## src/rtl/bram_pixel_streamer_pkg.sv

```systemverilog
// deconv_pkg: shared state encoding and word/pixel sizing helpers for the BRAM pixel streamer
package deconv_pkg;
  typedef enum logic [1:0] {IDLE, RUN, DONE} state_t;
  function automatic int pix_per_word(int bram_w, int pix_w);
    return bram_w / pix_w;
  endfunction
  function automatic int words_for(int num_pix, int ppw);
    return (num_pix + ppw - 1) / ppw;
  endfunction
endpackage

```

## src/rtl/bram_pixel_streamer_if.sv

```systemverilog
// bram_pixel_streamer_if: request, pixel-stream and BRAM read-port signals of one streamer lane
//   master: the streamer (drives status, pixel stream and BRAM address/enable)
//   slave : the host/consumer/BRAM side
interface bram_pixel_streamer_if #(
  parameter int ADDRESS_WIDTH   = 13,
  parameter int BRAM_DATA_WIDTH = 32,
  parameter int PIX_WIDTH       = 16,
  parameter int COUNT_WIDTH     = 16
);
  logic                       i_start;
  logic [ADDRESS_WIDTH-1:0]   i_base_addr;
  logic [COUNT_WIDTH-1:0]     i_num_pix;
  logic                       o_busy;
  logic                       o_done;
  logic                       i_rd_en;
  logic                       o_rd_valid;
  logic [PIX_WIDTH-1:0]       o_rd_data;
  logic [ADDRESS_WIDTH-1:0]   bram_addr;
  logic                       bram_en;
  logic                       bram_we;
  logic [BRAM_DATA_WIDTH-1:0] bram_data_out;
  modport master (
    input  i_start, i_base_addr, i_num_pix, i_rd_en, bram_data_out,
    output o_busy, o_done, o_rd_valid, o_rd_data, bram_addr, bram_en, bram_we
  );
  modport slave (
    output i_start, i_base_addr, i_num_pix, i_rd_en, bram_data_out,
    input  o_busy, o_done, o_rd_valid, o_rd_data, bram_addr, bram_en, bram_we
  );
endinterface

```

## src/rtl/bram_pixel_streamer_fifo.sv

```systemverilog
// pix_word_fifo: synchronous FIFO of BRAM words with occupancy count
//   i_clk/i_rst_n clock and async active-low reset; push/wdata write; pop read; rdata head word; count occupancy
module pix_word_fifo #(
  parameter int WIDTH = 32,
  parameter int DEPTH = 2,
  parameter int CW    = $clog2(DEPTH + 1)
) (
  input  logic             i_clk,
  input  logic             i_rst_n,
  input  logic             push,
  input  logic [WIDTH-1:0] wdata,
  input  logic             pop,
  output logic [WIDTH-1:0] rdata,
  output logic [CW-1:0]    count
);
  localparam int PW = DEPTH > 1 ? $clog2(DEPTH) : 1;
  logic [WIDTH-1:0] mem_q [DEPTH];
  logic [PW-1:0] wptr_q, wptr_d, rptr_q, rptr_d;
  logic [CW-1:0] count_q, count_d;
  always_comb begin
    wptr_d  = push ? (wptr_q == PW'(DEPTH - 1) ? '0 : wptr_q + 1'b1) : wptr_q;
    rptr_d  = pop ? (rptr_q == PW'(DEPTH - 1) ? '0 : rptr_q + 1'b1) : rptr_q;
    count_d = count_q + CW'(push) - CW'(pop);
  end
  always_ff @(posedge i_clk or negedge i_rst_n)
    if (!i_rst_n) begin
      wptr_q  <= '0;
      rptr_q  <= '0;
      count_q <= '0;
    end else begin
      wptr_q  <= wptr_d;
      rptr_q  <= rptr_d;
      count_q <= count_d;
    end
  always_ff @(posedge i_clk)
    if (push) mem_q[wptr_q] <= wdata;
  assign rdata = mem_q[rptr_q];
  assign count = count_q;
endmodule

```

## src/rtl/bram_pixel_streamer.sv

```systemverilog
// bram_pixel_streamer: fetches a run of BRAM words and streams their pixels one per cycle
//   i_clk, i_rst_n (async active-low); sif.master carries start/base/count request, busy/done status,
//   rd_en/rd_valid/rd_data pixel stream and the read-only BRAM port
module bram_pixel_streamer
  import deconv_pkg::*;
#(
  parameter int ADDRESS_WIDTH   = 13,
  parameter int BRAM_DATA_WIDTH = 32,
  parameter int PIX_WIDTH       = 16,
  parameter int BRAM_LATENCY    = 1,
  parameter int COUNT_WIDTH     = 16
) (
  input logic i_clk,
  input logic i_rst_n,
  bram_pixel_streamer_if.master sif
);
  localparam int PPW   = pix_per_word(BRAM_DATA_WIDTH, PIX_WIDTH);
  localparam int LW    = PPW > 1 ? $clog2(PPW) : 1;
  localparam int DEPTH = BRAM_LATENCY + 1;
  localparam int CW    = $clog2(DEPTH + 1);
  state_t state_q, state_d;
  logic [ADDRESS_WIDTH-1:0] addr_q, addr_d;
  logic [COUNT_WIDTH-1:0] words_q, words_d, pix_q, pix_d;
  logic [LW-1:0] lane_q, lane_d;
  logic [BRAM_LATENCY-1:0] pipe_q, pipe_d;
  logic [CW-1:0] fifo_count, in_flight;
  logic [BRAM_DATA_WIDTH-1:0] head;
  logic valid, xfer, last, pop, issue;
  assign valid = fifo_count != '0;
  pix_word_fifo #(.WIDTH(BRAM_DATA_WIDTH), .DEPTH(DEPTH), .CW(CW)) u_fifo (
    .i_clk(i_clk), .i_rst_n(i_rst_n), .push(pipe_q[BRAM_LATENCY-1]), .wdata(sif.bram_data_out),
    .pop(pop), .rdata(head), .count(fifo_count)
  );
  always_comb begin
    in_flight = '0;
    for (int i = 0; i < BRAM_LATENCY; i++) in_flight = in_flight + CW'(pipe_q[i]);
    xfer  = valid && sif.i_rd_en;
    last  = pix_q == COUNT_WIDTH'(1);
    // the final pixel also pops, discarding unused lanes of a partial last word
    pop   = xfer && (lane_q == LW'(PPW - 1) || last);
    // credit: buffered + in-flight words, net of this cycle's pop, must leave room in the FIFO
    issue = state_q == RUN && words_q != '0 && int'(fifo_count) + int'(in_flight) - int'(pop) < DEPTH;
    pipe_d  = BRAM_LATENCY'({pipe_q, issue});
    state_d = state_q;
    addr_d  = issue ? addr_q + 1'b1 : addr_q;
    words_d = issue ? words_q - 1'b1 : words_q;
    pix_d   = xfer ? pix_q - 1'b1 : pix_q;
    lane_d  = pop ? '0 : xfer ? lane_q + 1'b1 : lane_q;
    if (state_q == IDLE && sif.i_start) begin
      state_d = sif.i_num_pix == '0 ? DONE : RUN;
      addr_d  = sif.i_base_addr;
      words_d = COUNT_WIDTH'(words_for(int'(sif.i_num_pix), PPW));
      pix_d   = sif.i_num_pix;
      lane_d  = '0;
    end else if (state_q == RUN && xfer && last) state_d = DONE;
    else if (state_q == DONE) state_d = IDLE;
  end
  always_ff @(posedge i_clk or negedge i_rst_n)
    if (!i_rst_n) begin
      state_q <= IDLE;
      addr_q  <= '0;
      words_q <= '0;
      pix_q   <= '0;
      lane_q  <= '0;
      pipe_q  <= '0;
    end else begin
      state_q <= state_d;
      addr_q  <= addr_d;
      words_q <= words_d;
      pix_q   <= pix_d;
      lane_q  <= lane_d;
      pipe_q  <= pipe_d;
    end
  assign sif.o_busy     = state_q == RUN;
  assign sif.o_done     = state_q == DONE;
  assign sif.o_rd_valid = valid;
  assign sif.o_rd_data  = valid ? PIX_WIDTH'(head >> (lane_q * PIX_WIDTH)) : '0;
  assign sif.bram_en    = issue;
  assign sif.bram_addr  = addr_q;
  assign sif.bram_we    = 1'b0;
endmodule

```

## src/flat_wrapper.sv

```systemverilog
// flat-port wrapper written by rule: the top's interface ports become plain ports
module bram_pixel_streamer_flat import deconv_pkg::*;
#(
  parameter int ADDRESS_WIDTH   = 13,
  parameter int BRAM_DATA_WIDTH = 32,
  parameter int PIX_WIDTH       = 16,
  parameter int BRAM_LATENCY    = 1,
  parameter int COUNT_WIDTH     = 16
)
  (i_clk, i_rst_n, sif_i_start, sif_i_base_addr, sif_i_num_pix, sif_i_rd_en, sif_bram_data_out, sif_o_busy, sif_o_done, sif_o_rd_valid, sif_o_rd_data, sif_bram_addr, sif_bram_en, sif_bram_we);
  bram_pixel_streamer_if #(.ADDRESS_WIDTH(ADDRESS_WIDTH), .BRAM_DATA_WIDTH(BRAM_DATA_WIDTH), .PIX_WIDTH(PIX_WIDTH), .COUNT_WIDTH(COUNT_WIDTH)) sif_i ();
  input logic i_clk;
  input logic i_rst_n;
  input wire logic [$bits(sif_i.i_start)-1:0] sif_i_start;
  input wire logic [$bits(sif_i.i_base_addr)-1:0] sif_i_base_addr;
  input wire logic [$bits(sif_i.i_num_pix)-1:0] sif_i_num_pix;
  input wire logic [$bits(sif_i.i_rd_en)-1:0] sif_i_rd_en;
  input wire logic [$bits(sif_i.bram_data_out)-1:0] sif_bram_data_out;
  output wire logic [$bits(sif_i.o_busy)-1:0] sif_o_busy;
  output wire logic [$bits(sif_i.o_done)-1:0] sif_o_done;
  output wire logic [$bits(sif_i.o_rd_valid)-1:0] sif_o_rd_valid;
  output wire logic [$bits(sif_i.o_rd_data)-1:0] sif_o_rd_data;
  output wire logic [$bits(sif_i.bram_addr)-1:0] sif_bram_addr;
  output wire logic [$bits(sif_i.bram_en)-1:0] sif_bram_en;
  output wire logic [$bits(sif_i.bram_we)-1:0] sif_bram_we;
  assign sif_i.i_start = sif_i_start;
  assign sif_i.i_base_addr = sif_i_base_addr;
  assign sif_i.i_num_pix = sif_i_num_pix;
  assign sif_i.i_rd_en = sif_i_rd_en;
  assign sif_i.bram_data_out = sif_bram_data_out;
  assign sif_o_busy = sif_i.o_busy;
  assign sif_o_done = sif_i.o_done;
  assign sif_o_rd_valid = sif_i.o_rd_valid;
  assign sif_o_rd_data = sif_i.o_rd_data;
  assign sif_bram_addr = sif_i.bram_addr;
  assign sif_bram_en = sif_i.bram_en;
  assign sif_bram_we = sif_i.bram_we;
  bram_pixel_streamer #(.ADDRESS_WIDTH(ADDRESS_WIDTH), .BRAM_DATA_WIDTH(BRAM_DATA_WIDTH), .PIX_WIDTH(PIX_WIDTH), .BRAM_LATENCY(BRAM_LATENCY), .COUNT_WIDTH(COUNT_WIDTH)) u_core (.i_clk(i_clk), .i_rst_n(i_rst_n), .sif(sif_i));
endmodule
```

## config.mk

```make
export PLATFORM = sky130hd
export DESIGN_NAME = bram_pixel_streamer_flat
export DESIGN_NICKNAME = d
export VERILOG_FILES = /design/src/rtl/bram_pixel_streamer_pkg.sv /design/src/rtl/bram_pixel_streamer_if.sv /design/src/rtl/bram_pixel_streamer_fifo.sv /design/src/rtl/bram_pixel_streamer.sv /design/src/flat_wrapper.sv
export SDC_FILE = /design/constraint.sdc
export NUM_CORES = 1
export LEC_CHECK = 0
export BUFFER_PORTS_ARGS = -buffer_cell sky130_fd_sc_hd__buf_4
export CORE_MARGIN = 5
export CORE_UTILIZATION = 45
export DETAILED_ROUTE_END_ITERATION = 12
export PLACE_DENSITY = 0.77
export SYNTH_ARGS = -nofsm -noshare
export SYNTH_HDL_FRONTEND = slang
export SYNTH_HIERARCHICAL = 1
export SYNTH_SLANG_ARGS = --single-unit
```

## constraint.sdc

```tcl
create_clock -name i_clk -period 6 [get_ports i_clk]
set_input_delay 0.6 -clock i_clk [delete_from_list [all_inputs] [get_ports i_clk]]
set_output_delay 0.6 -clock i_clk [all_outputs]
set_load 0.05 [all_outputs]
```

**After elaboration in Yosys (flattened, before gate mapping)**

Memory sizes are Yosys's and may differ from the RTL's.
Cells that the tools add are included.

- Memories: 1
- Output and inout bits: 34
- Bits of input ports: 65
- Bits in writable memories: 64
- Register bits: 53

Memories:

| name | depth | bits a word | rd ports | clocked after memory_dff | wr ports | line | source |
|---|---|---|---|---|---|---|---|
| u_core.u_fifo.mem_q | 2 | 32 | 1 | 0 | 1 | bram_pixel_streamer_fifo.sv:17 | `logic [WIDTH-1:0] mem_q [DEPTH];` |

- Magnitude comparators: 1
- Add/subtract/negate cells: 13
- Multiplexer cells: 18
- Equal/unequal tests: 3
- Reduce and logical (&&, ||, !) cells: 16
- Shifts and indexed selects: 1
- Bitwise operators: 1

Operator list:

| kind | number |
|---|---|
| 16-bit 2-to-1 mux | 5 |
| 32-bit by 3-bit < comparator with 1-bit output, second input constant | 1 |
| 32-bit by 5-bit >> shifter with 16-bit output | 1 |
| 16-bit by 1-bit subtractor with 16-bit output, second input constant | 2 |
| 32-bit by 2-bit subtractor with 32-bit output | 1 |
| 13-bit 2-to-1 mux | 2 |
| 17-bit by 1-bit subtractor with 18-bit output, second input constant | 1 |
| 16-bit by 2-bit adder with 17-bit output, second input constant | 1 |
| 16-bit by 1-bit adder with 16-bit output | 1 |
| 16-bit by 1-bit == test with 1-bit output, second input constant | 1 |
| 16-bit logical NOT | 1 |
| 16-bit nonzero test | 1 |
| 13-bit by 1-bit adder with 13-bit output, second input constant | 1 |
| 2-bit 2-to-1 mux | 4 |
| 1-bit logical AND | 7 |
| 1-bit 2-to-1 mux | 7 |
| 2-bit nonzero test | 3 |
| 3-bit nonzero test | 2 |
| 1-bit adder, second input constant | 3 |
| 2-bit by 1-bit adder with 3-bit output | 1 |
| 2-bit by 1-bit adder with 2-bit output | 1 |
| 2-bit by 1-bit == test with 1-bit output, second input constant | 1 |
| 2-bit == test, second input constant | 1 |
| 2-bit logical NOT | 1 |
| other kinds (3) | 3 |

**Depth between registers and ports, before layout**

- Depth in word-level cells: 8
- Gate-level depth with buffers: 15

**Hierarchy**

Netlist, hierarchy kept.

By module, submodules not included:

| module | area an instance (µm²) | cells each | seq. area each (µm²) | instances |
|---|---|---|---|---|
| bram_pixel_streamer | 3418.3 | 398 | 1226.2 | 1 |
| pix_word_fifo | 2648.8 | 113 | 2021.9 | 1 |

**Worst setup path before layout**

No wires, ideal clock.

- Path type: register -> output
- Start: register u_core.pix_q[3]
- End: output sif_bram_en
- Buffers on the path: 0
- Arrival time: 3.208 ns
- Slack: 2.192 ns
- Cell stages (with the launch flop): 12
- Cells stage by stage: dfrtp_1 -> or4_4 -> nor4_4 -> and4_4 -> nor2_1 -> nor2_1 -> ha_1 -> inv_1 -> fa_1 -> nor3b_2 -> o21ai_2 -> inv_1

- Word-level cells in the longest chain between the ends: 6

Ends and longest elaborated chain:

| item | line | source |
|---|---|---|
| start: declaration | bram_pixel_streamer.sv:23 | `logic [COUNT_WIDTH-1:0] words_q, words_d, pix_q, pix_d;` |
| start signal: assignment | bram_pixel_streamer.sv:70 | `pix_q <= pix_d;` |
| 16-bit by 1-bit == test with 1-bit output | bram_pixel_streamer.sv:38 | `last = pix_q == COUNT_WIDTH'(1);` |
| 1-bit logical OR | bram_pixel_streamer.sv:40 | `pop = xfer && (lane_q == LW'(PPW - 1) \|\| last);` |
| 1-bit logical AND | bram_pixel_streamer.sv:40 |  |
| named net u_core.pop | bram_pixel_streamer.sv:28 | `logic valid, xfer, last, pop, issue;` |
| 32-bit by 2-bit subtractor with 32-bit output | bram_pixel_streamer.sv:42 | `issue = state_q == RUN && words_q != '0 && int'(fifo_count) + int'(in_flight) - int'(pop) < DEPTH;` |
| 32-bit by 3-bit < comparator with 1-bit output | bram_pixel_streamer.sv:42 |  |
| 1-bit logical AND | bram_pixel_streamer.sv:42 |  |
| end: declaration | flat_wrapper.sv:24 | `output wire logic [$bits(sif_i.bram_en)-1:0] sif_bram_en;` |

The timed path passes the listed nets, and every way through them passes these cells.

**Worst setup path after layout**

Same ends and word-level chain as after synthesis.

==> flow_results.org <==
** Yosys
- Synthesis handed over a netlist of ~510 instances.
- The synthesized design spends more area on one cell type than any other, namely edfxtp_1.
- Summing every instance area after synthesis gives roughly 0.0061 mm2.
- Fraction of synthesized cell area taken by the top area cell type :: a little under a third
- Synth cell types :: 63
- Top_reg_cell synth :: edfxtp_1
- Sequential element share of the synthesized area :: a little over half
- Number of enable flip-flop cells after synthesis :: between 60 and 70
- After synthesis, the cell types taking the most area are edfxtp_1 (32%), dfrtp_1 (22%), mux2_4 (7.2%).
- Avg Inst Size Synth :: about 12 um2
- Share of synthesized flip-flops with an asynchronous set or reset :: 45.3%
- Fraction of synthesized cell area in xor and xnor cells :: between 6 and 7%
- Syn_nets :: about 590
- Complex-gate fraction of the synthesized area :: between 7 and 8%
- Dominant combinational cell family by area after synthesis :: simple AND/OR/NAND/NOR gates
- Share of synthesized area spent on multiplexers :: roughly an eighth
- Synth Area in Adders :: roughly 2.2%
- Simple-gate share of the synthesized area :: between 10% and 20%
- The Yosys step of the flow raised 6 warnings.
- Flops & latches, synth :: approximately 120

** Clock network
- Post-CTS repair changed the size of 0 cells.
- The H-tree was split into 4 levels.
- Clock latency of the later-clocked register in the worst-skew pair :: 0.42 ns
- The clock net in this run drives a total of 117 sinks.
- Number of buffers inserted for hold repair after clock tree synthesis :: 0
- Worst-case clock buffer depth :: 2
- Clock edge transition at the registers on the reported setup and hold paths :: about 0.060 ns
- Post-CTS setup repair buffer count :: 0
- Buffers inserted during clock tree synthesis total 17.
- Clock root buffer :: clkbuf_16
- TritonCTS clock tree :: built

** Power
- Power density over cell area :: roughly 400 mW/mm2
- In this run the static leakage power is a little over 0.003 uW.
- Worst voltage drop across the vdd grid :: around 0.34 mV
- The design draws 2920 uW.

** Global routing
- Summed over all layers, the global routing overflow is 0.
- Entering global routing, the biggest net connects 64 pins.
- Vias in the first global route :: ~4600
- The number of antenna violations at the first check in global routing came to 0.
- Overall track demand over capacity in global routing :: between 10% and 20%
- The first global-routing pass estimated 22800 um of wire.

** Die
- After floorplanning, the core was sized to cover 0.0132 mm2.
- Once the floorplan was initialized, standard cells occupied between 40% and 50% of the core.
- In this run the core area contains 42 standard-cell rows.
- Die outline area :: around 0.016 mm2
- Horizontal die dimension :: approximately 130 um
- Top-level port count :: 99
- Vert. Die Dim :: 126 um

** Place
- Final Wtd Congestion :: about 0.88
- Count of port buffers added during placement :: 97
- DP Wirelength :: between 9000 and 10000 um

** Cells and area
- P&R area growth vs syn :: 23.5%
- The library cell used most frequently in the layout, excluding fill and tap cells, is buf_4.
- NumNets Final :: 681
- Counting the fill cells in the layout gives approximately 1100.
- In the final layout, the share of cells above drive strength 1 is between 20 and 30%.
- The library cells used most frequently in the layout, excluding fill and tap cells, are buf_4 (101), edfxtp_1 (64), dfrtp_1 (52), nand2_1 (45), nor2_1 (44).
- Antenna diode instance count :: 0
- For this run, the share of the core covered by cells in the final layout is between 50% and 60%.

** Job
- Across the run, the number of max-cap violations was 0.

** Drt
- Post-DR vias/cell :: around 5.6
- Vias post-DR :: between 4000 and 5000
- The pre-antenna-repair detailed-routing pass consisted of 6 iterations.
- Iteration-0 DRC Markers :: between 300 and 400
- Detailed-route wire length per cell :: 17.7 um
- For this run, design rule violations remaining after detail routing come to 0.
- Routed WL :: 14100 um
- Antenna-violating nets left :: 0

** STA
- Headroom to the max-slew limit :: 27.4%
- On the final layout, the worst clock skew is about 0.0084 ns.
- Highest clock frequency the design can meet :: around 220 MHz
- Final Max Tran Viols :: 0
- Crit path time final :: ~4.6 ns
- After routing, the total negative slack on setup checks comes to 0 ns.
- Setup repair after global routing missed its margin :: no
- Worst-Margin Slew :: around 1.1 ns
- Setup Viol. Count Final :: 0
- The number of hold-slack violations in the final timing report is 0.
- The tightest hold path in the finished design has a slack of 0.230 ns.
- After layout, the worst path uses between 70 and 80% of the clock period.

** Worst setup path
- Data on the critical path is required at its endpoint by about 5.4 ns.
- Worst Setup Path Type :: flop to output port
- Across all register-to-register paths, the minimum setup slack is 1.84 ns.
- Worst-case reg-to-reg path depth :: 14
- Critical path fanouts, max :: 13
- STA classifies the critical path endpoint as an output port.
- Worst reg2reg endpoint :: u_core/sif.bram_addr[12]
- The worst register-to-register path begins at u_core/pix_q[3].
- Worst path arrival time :: between 4 and 5 ns
- Critical path startpoint category :: flop

** Outcome
- The flow ran to the end, and the final reports show no timing, DRC or antenna violations.

** Worst hold path
- Class of the tightest hold or removal check :: input port to asynchronous set/reset pin
-- per-layer routing --
metal / routed length, um / GRT usage [%] / up-vias
met1: 5860 / 22.2 / 2198
met2: 6870 / 29.3 / 187
met5: 0 / 0 / -
met4: 258 / 6.37 / 0
li1: - / - / 2060
met3: 1120 / 6.39 / 25
-- through the flow --
| step | setup WS, ns | instances | instance area (um2) |
|---|---|---|---|
| final | 1.37 | 795 | 7490 |
| after floorplan | 2.19 | 511 | 6070 |
| after CTS | 1.35 | 795 | 7490 |
| after global routing | 1.04 | 795 | 7490 |
| after global placement | 1.89 | 763 | 6890 |
| after detailed placement | 1.81 | 763 | 6890 |
-- state kept, by name (all words and copies together) (netlist names) --
| register | flops |
|---|---|
| u_core/pix_q | 16 |
| u_core/words_q | 16 |
| u_core/u_fifo/count | 2 |
| u_core/u_fifo/wptr_q | 1 |
| u_core/lane_q | 1 |
| u_core/sif.bram_addr | 13 |
| u_core/pipe_q | 1 |
| u_core/u_fifo/mem_q | 64 |
| u_core/u_fifo/rptr_q | 1 |
| u_core/state_q | 2 |
-- critical path: stages, from the launching register on --
cell and delay, ns:
dfrtp_1 0.43, or4_4 0.60, nor4_4 0.31, and4_4 0.31, nor2_1 0.04, nor2_1 0.26, ha_1 0.20, inv_1 0.05
fa_1 0.43, nor3b_2 0.17, buf_4 0.22, o21ai_2 0.15, inv_1 0.21, buf_4 0.24
-- cell usage after synthesis, drive strengths merged (2+ instances only) --
library cell	number
a2111oi	3
a211oi	8
a21oi	18
a22oi	2
a31oi	2
and2	3
and3	7
and4	3
buf	9
clkbuf	16
dfrtp	53
edfxtp	64
ha	9
inv	15
mux2	32
mux2i	25
nand2	45
nand3	14
nand4	9
nor2	44
nor2b	4
nor3	10
nor3b	2
nor4	12
o211ai	3
o21ai	28
o311ai	2
or3b	2
or4	5
xnor2	25
xor2	20
-- how the worst max path moves through the flow --
stage / startpoint / depth (start not counted) / slack (ns) / to
5_1_grt: u_core/pix_q[3] / 13 / 1.04 / sif_bram_en
3_3_place_gp: u_core/pix_q[3] / 13 / 1.89 / sif_bram_en
6_report: u_core/pix_q[3] / 13 / 1.37 / sif_bram_en
4_1_cts: u_core/pix_q[3] / 13 / 1.35 / sif_bram_en
2_1_floorplan: u_core/pix_q[3] / 11 / 2.19 / sif_bram_en
3_5_place_dp: u_core/pix_q[3] / 13 / 1.81 / sif_bram_en
-- cells by family (layout without fill, tap and decap cells) --
group,count (synthesis),in the layout
fa+ha+maj,10,10
flops,117,117
buf+inv,40,148
mux,57,57
compound gates,75,75
simple gates,165,165
xor+xnor,46,46
other cells,1,1
-- power breakdown --
part	internal (uW)	leakage, uW	total [uW]	switching, uW
combinational	371	0.00152	848	478
sequential	900	0.00125	1050	154
clock	622	0.000284	1020	395
-- area by class of cell --
class / instances / area, um2 / area share, %
flip-flops and latches: 117 / 3250 / 43.4
multi-input cells: 354 / 2610 / 34.8
repair buffers: 101 / 758 / 10.1
clock buffers: 17 / 425 / 5.68
well taps: 176 / 220 / 2.94
clock inverters: 15 / 173 / 2.31
inverters: 15 / 56.3 / 0.752
Note: power is estimated with default switching activity, not from simulation.
